--- src/rtl/uart_cmd_decoder.sv ---
// uart_cmd_decoder: assembles 5-byte command frames (HEADER, ADDR, DATA_H,
// DATA_L, CHK) from the UART byte stream, verifies the 8-bit additive
// checksum, issues a register-write strobe, and flags checksum and
// inter-byte timeout errors with a saturating error count.
module uart_cmd_decoder #(
    parameter logic [7:0]      HEADER  = 8'h55,
    parameter int unsigned     TO_W    = 20,
    parameter logic [TO_W-1:0] TIMEOUT = 20'd200000
) (
    input  logic        Clk,
    input  logic        Rst_n,
    input  logic [7:0]  data_byte,
    input  logic        Rx_Done,
    output logic        wr_en,
    output logic [7:0]  wr_addr,
    output logic [15:0] wr_data,
    output logic        frame_err,
    output logic [1:0]  err_code,
    output logic [7:0]  err_cnt
);

    typedef enum logic [2:0] {
        S_IDLE,
        S_ADDR,
        S_DATH,
        S_DATL,
        S_CHK
    } state_t;

    localparam logic [TO_W-1:0] TO_LAST = TIMEOUT - 1'b1;

    localparam logic [1:0] ERR_CHK = 2'd1;
    localparam logic [1:0] ERR_TO  = 2'd2;

    state_t          state, state_n;
    logic [TO_W-1:0] to_cnt, to_cnt_n;
    logic [7:0]      addr_q, addr_n;
    logic [7:0]      dath_q, dath_n;
    logic [7:0]      datl_q, datl_n;
    logic [7:0]      sum_q, sum_n;
    logic            wr_en_n;
    logic [7:0]      wr_addr_n;
    logic [15:0]     wr_data_n;
    logic            frame_err_n;
    logic [1:0]      err_code_n;
    logic [7:0]      err_cnt_n;
    logic            err_hit;
    logic            to_hit;

    // State, frame assembly registers and registered outputs
    always_ff @(posedge Clk or negedge Rst_n) begin
        if (!Rst_n) begin
            state     <= S_IDLE;
            to_cnt    <= '0;
            addr_q    <= '0;
            dath_q    <= '0;
            datl_q    <= '0;
            sum_q     <= '0;
            wr_en     <= 1'b0;
            wr_addr   <= '0;
            wr_data   <= '0;
            frame_err <= 1'b0;
            err_code  <= '0;
            err_cnt   <= '0;
        end else begin
            state     <= state_n;
            to_cnt    <= to_cnt_n;
            addr_q    <= addr_n;
            dath_q    <= dath_n;
            datl_q    <= datl_n;
            sum_q     <= sum_n;
            wr_en     <= wr_en_n;
            wr_addr   <= wr_addr_n;
            wr_data   <= wr_data_n;
            frame_err <= frame_err_n;
            err_code  <= err_code_n;
            err_cnt   <= err_cnt_n;
        end
    end

    // Next-state, checksum accumulation, timeout and error bookkeeping
    always_comb begin
        state_n     = state;
        to_cnt_n    = to_cnt;
        addr_n      = addr_q;
        dath_n      = dath_q;
        datl_n      = datl_q;
        sum_n       = sum_q;
        wr_en_n     = 1'b0;
        wr_addr_n   = wr_addr;
        wr_data_n   = wr_data;
        frame_err_n = 1'b0;
        err_code_n  = err_code;
        err_cnt_n   = err_cnt;
        err_hit     = 1'b0;

        to_hit = (state != S_IDLE) && (to_cnt == TO_LAST);

        if (state == S_IDLE || Rx_Done) begin
            to_cnt_n = '0;
        end else begin
            to_cnt_n = to_cnt + 1'b1;
        end

        // A byte arriving on the terminal count is processed, not timed out
        if (Rx_Done) begin
            case (state)
                S_IDLE: begin
                    if (data_byte == HEADER) begin
                        state_n = S_ADDR;
                    end
                end
                S_ADDR: begin
                    addr_n  = data_byte;
                    sum_n   = data_byte;
                    state_n = S_DATH;
                end
                S_DATH: begin
                    dath_n  = data_byte;
                    sum_n   = sum_q + data_byte;
                    state_n = S_DATL;
                end
                S_DATL: begin
                    datl_n  = data_byte;
                    sum_n   = sum_q + data_byte;
                    state_n = S_CHK;
                end
                S_CHK: begin
                    if (data_byte == sum_q) begin
                        wr_en_n   = 1'b1;
                        wr_addr_n = addr_q;
                        wr_data_n = {dath_q, datl_q};
                    end else begin
                        err_hit    = 1'b1;
                        err_code_n = ERR_CHK;
                    end
                    state_n = S_IDLE;
                end
                default: state_n = S_IDLE;
            endcase
        end else if (to_hit) begin
            err_hit    = 1'b1;
            err_code_n = ERR_TO;
            state_n    = S_IDLE;
        end

        if (err_hit) begin
            frame_err_n = 1'b1;
            if (err_cnt != 8'hFF) begin
                err_cnt_n = err_cnt + 1'b1;
            end
        end
    end

endmodule

--- config.mk ---
export PLATFORM = sky130hd
export DESIGN_NAME = uart_cmd_decoder
export DESIGN_NICKNAME = d
export VERILOG_FILES = /design/src/rtl/uart_cmd_decoder.sv
export SDC_FILE = /design/constraint.sdc
export NUM_CORES = 1
export LEC_CHECK = 0
export CAP_MARGIN = 20
export CORE_AREA = 2 2 87 89
export CTS_CLUSTER_SIZE = 40
export DETAILED_ROUTE_END_ITERATION = 16
export DIE_AREA = 0 0 89 91
export GPL_ROUTABILITY_DRIVEN = 1
export PLACE_DENSITY = 0.9
export SLEW_MARGIN = 20
export SYNTH_ARGS = -nofsm -noshare
export SYNTH_HDL_FRONTEND = slang
export SYNTH_SLANG_ARGS = --single-unit
--- constraint.sdc ---
create_clock -name Clk -period 3.4 [get_ports Clk]
set_clock_uncertainty 0.2 [all_clocks]
set_input_delay 0.68 -clock Clk [delete_from_list [all_inputs] [get_ports Clk]]
set_output_delay 0.68 -clock Clk [all_outputs]
set_load 0.1 [all_outputs]
# --- After elaboration in Yosys (flattened, before gate mapping) ---
# Cells that the tools add are included.
classes:
  add_sub_neg: 3
  eq_ne: 11
  mux: 18
  n_reduce_logical: 15
ops:
  columns: ["operator", "count"]
  rows:
  - ["$add 20x1->20 const B", 1]
  - ["$eq 20x18->1 const B", 1]
  - ["$mux 20", 1]
  - ["$pmux 8 s2", 1]
  - ["$pmux 3 s4", 1]
  - ["$reduce_and 2->1", 6]
  - ["$mux 3", 3]
  - ["$add 8x1->8 const B", 1]
  - ["$add 8x8->8", 1]
  - ["$eq 8x7->1 const B", 1]
  - ["$eq 8x8->1", 1]
  - ["$mux 1", 8]
  - ["$mux 2", 4]
  - ["$ne 8x8->1 const B", 1]
  - ["$eq 3x2->1 const B", 2]
  - ["$reduce_and 3->1", 2]
  - ["$reduce_bool 2->1", 2]
  - ["$eq 3x1->1 const B", 1]
  - ["$eq 3x3->1 const B", 1]
  - ["$logic_not 3->1", 1]
  - ["$ne 3x2->1 const B", 1]
  - ["$reduce_bool 3->1", 1]
  - ["$ne 2x1->1 const B", 1]
  - ["$ne 2x2->1 const B", 1]
  - ["3 further kinds", 3]
word_totals:
  regBits: 91
  out_inout_bits: 36

# --- Depth between registers and ports, before layout ---
# Gate-level depths: netlist of the first run.
logic_depth:
  ltp_word: 5
  ltp_mapped: 9

# --- Least setup slack after synthesis of the first run ---
# OpenSTA, ideal clock, no wires.
synth_path:
  path_kind: "input-to-reg"
  from: "input port data_byte[0]"
  to: "register sum_q[6]"
  setup_time_ns: 0.067
  arrival_time_ns: 2.259
  path_slack_ns: 0.874
  cell_stages: 9
  path_buffers: 0
  cell_sequence: "ha_1 > inv_1 > fa_1 > nand2b_1 > a21oi_1 > o21ai_1 > a2111o_1 > o31ai_1 > a221o_1"
synth_between:
  elab_chain_cells: 2
synth_lines:
  columns: ["item", "line", "text"]
  rows:
  - ["start: declaration", "12", "input logic [7:0] data_byte,"]
  - ["$add 8x8->8", "120, 125", null]
  - ["$pmux 8 s2", "107", "case (state)"]
  - ["end signal: assignment", "71", "sum_q <= sum_n;"]
  - ["end: declaration", "40", "logic [7:0] sum_q, sum_n;"]
# No other way between the ends.
# A chain may end at the register's enable or synchronous reset.

# --- Final worst setup path of the first run ---
# Same ends and word-level chain as after synthesis.

==> results of run 1 <==
worst paths after layout:
kind                       slack [ps]    endpoint          from  cells past startpoint
max reg2reg                      1000    sum_q[6]      sum_q[0]                      9
max in group asynchronous        2260   to_cnt[1]         Rst_n                      1
max                               430    sum_q[6]  data_byte[0]                     10
min in group Clk                  270  wr_addr[1]     addr_q[1]                      2
min reg2reg                       270  wr_addr[1]     addr_q[1]                      2
min                               170  wr_data[2]         Rst_n                      1
cells in the mapped netlist (6+ instances only):
cell     count  share of area, %
o21ai_0     11               1.3
xor2_1      15               3.2
nand4_1      6              0.91
dfrtp_1     91                55
nor2_1      34               3.1
nand2_1     98               8.9
a21oi_1     13               1.6
inv_1        6              0.54
ha_1         9               2.7
xnor2_1     12               2.5
nand3_1     10               1.2
mux2_2      23               6.2
buf_2        6              0.72
layout make-up:
type / instances / area (µm²) / share of cell area [%]
inverter: 7 / 26.3 / 0.541
timing repair buffer: 53 / 424 / 8.73
clock buffer: 10 / 138 / 2.83
sequential: 91 / 2280 / 46.9
tap: 99 / 124 / 2.55
multi-input combinational: 286 / 1770 / 36.5
clock inverter: 6 / 93.8 / 1.93
through the flow:
| stage | util [%] | setup WS, ps |
|---|---|---|
| 2_1_floorplan | - | 874 |
| 3_3_place_gp | 64.8 | 192 |
| 3_5_place_dp | 64.8 | 134 |
| 4_1_cts | 68.0 | 461 |
| 5_1_grt | 68.1 | 304 |
| 6_report | 68.1 | 431 |
power breakdown:
part / leakage [nW] / total, mW / internal [mW] / switching, mW
sequential: 1.22 / 1.41 / 1.27 / 0.136
clock: 0.113 / 0.833 / 0.441 / 0.393
combinational: 1.07 / 0.769 / 0.325 / 0.443
total: 2.41 / 3.01 / 2.04 / 0.972
per-layer routing:
layer	wire length, µm	up-vias	share of wire (%)
met5	0	-	0
met4	110	0	1.3
met3	385	11	4.6
met2	4140	73	50
met1	3670	1490	44
li1	-	1443	-
critical path, cell delays in order:
cell and delay [ps]:
clkdlybuf4s50_1 570, ha_1 230, inv_1 70, fa_1 420, nand2b_1 190, a21oi_1 180, o21ai_1 110, a2111o_1 420
o31ai_1 70, a221o_1 140
flip-flops by register name (all words and copies together), names as in the netlist, 3 cells and up:
| name | flops |
|---|---|
| to_cnt | 20 |
| addr_q | 8 |
| wr_addr | 8 |
| state | 3 |
| err_cnt | 8 |
| datl_q | 8 |
| sum_q | 8 |
| dath_q | 8 |
| wr_data | 16 |
kinds of logic (layout without fill, tap and decap cells):
group           count (synthesis)  in the layout  share of synthesized area (%)
compound gates                 45             45                           7.12
xor+xnor                       27             27                           5.70
fa+ha+maj                      10             10                           3.20
buf+inv                        20             76                           2.26
flops                          91             91                           54.9
mux                            26             26                           7.09
simple gates                  178            178                           19.7
==> flow_metrics.env, run 1 <==
export IMPL_cp_start_kind="input pin"
export IMPL_port_buffers=46
export IMPL_total_power_mw=3.01
export IMPL_setup_viol=0
export IMPL_cts_root_buf="clkbuf_8"
export IMPL_grt_ovfl_total=0
export IMPL_core_mm2=0.00714
export IMPL_syn_num_nets=418
export IMPL_final_common_cell="nand2_1"
export IMPL_io_pins=47
export IMPL_track_usage_pct=22.2
export IMPL_clk_path_buf_depth=2
export IMPL_worstPathArrival_ps=3080
export IMPL_ys_seq_area_share_pct=54.9
export IMPL_leakage_nw=2.41
export IMPL_post_route_period_util_pct=87.3
export IMPL_diodes=0
export IMPL_power_density_mw_per_mm2=620
export IMPL_rsz0062_at_grt="no"
export IMPL_drv_cap=0
export IMPL_synthCells=397
export IMPL_chipWidth_um=89
export IMPL_drive_above_1_share_pct=20.3
export IMPL_layout_common_cells="nand2_1 (98), dfrtp_1 (91), buf_4 (43)"
export IMPL_first_pass_iters=5
export IMPL_busiest_layer="met2"
export IMPL_min_path_type="in -> async"
export IMPL_post_cts_buffers=0
export IMPL_dp_hpwl_um=5580
export IMPL_drt_iter0_drc=207
export IMPL_vdd_drop_max_v=0.000299
export IMPL_worstPathRequired_ps=3510
export IMPL_rows=31
export IMPL_maxSlewViolCount=0
export IMPL_cts_buffers=9
export IMPL_avgSynthCellArea_um2=10.4
export IMPL_criticalPathCategory="in -> reg"
export IMPL_cts_hold_buffers=0
export IMPL_setup_tns_ps=0
export IMPL_clk_latency_ps=360
export IMPL_die_y_um=91
export IMPL_globalplace_congestion=0.853
export IMPL_path_clk_slew_ps=90
export IMPL_drc=0
export IMPL_stdcell_area_mm2=0.00486
export IMPL_synth_cell_area_mm2=0.00415
export IMPL_status="finished, final reports clean"
export IMPL_tightest_slew_ps=799
export IMPL_cts_sinks=91
export IMPL_synthToLayoutAreaGrowth_pct=17.2
export IMPL_antenna_left=0
export IMPL_use_met1_pct=30.9
export IMPL_worst_hold_slack_ps=170
export IMPL_period_minus_slack_ps=2970
export IMPL_grt_use_met3_pct=4.27
export IMPL_dpl_cell_area_mm2=0.00462
export IMPL_grt_pass1_vias=3033
export IMPL_fin_nets=469
export IMPL_grt_pass1_wl_um=14100
export IMPL_grt_max_degree=92
export IMPL_layout_cells_non_filler=552
export IMPL_synth_cell_types=49
export IMPL_num_vias=3017
export IMPL_fillerInstances=515
export IMPL_grt_antenna_before_repair=0
export IMPL_fmax_mhz=337
export IMPL_critPathMaxFanout=6
export IMPL_dp_cells=536
export IMPL_worstSetupEndpointType="flip-flop"
export IMPL_synth_edff_count=0
export IMPL_yosys_most_used_dff="dfrtp_1"
export IMPL_ys_ff_latch=91
export IMPL_tritoncts="built"
export IMPL_use_met2_pct=35.4
export IMPL_drt_total_wl_um=8310
export IMPL_finalHoldViolations=0
export IMPL_start_util_pct=58.1
export IMPL_relSlewSlack_pct=46.7
export IMPL_vias_per_cell=5.47
export IMPL_cts_max_level=3
export IMPL_wl_per_cell_um=15.0
export IMPL_ctsResizeCount=0
export IMPL_dieArea_mm2=0.00810
export IMPL_yosys_warnings=0
export IMPL_async_reset_ff_share_pct=100
(Power assumes the default switching activity.)
==> run 2: changes to the inputs <==
--- a/config.mk
+++ b/config.mk
@@ -7,7 +7,7 @@
 export LEC_CHECK = 0
 export CAP_MARGIN = 20
 export CORE_AREA = 2 2 87 89
-export CTS_CLUSTER_SIZE = 40
+export CTS_CLUSTER_SIZE = 25
 export DETAILED_ROUTE_END_ITERATION = 16
 export DIE_AREA = 0 0 89 91
 export GPL_ROUTABILITY_DRIVEN = 1
==> results of run 2 <==
Final layout, timing and power as in run 1 (identical DEF).
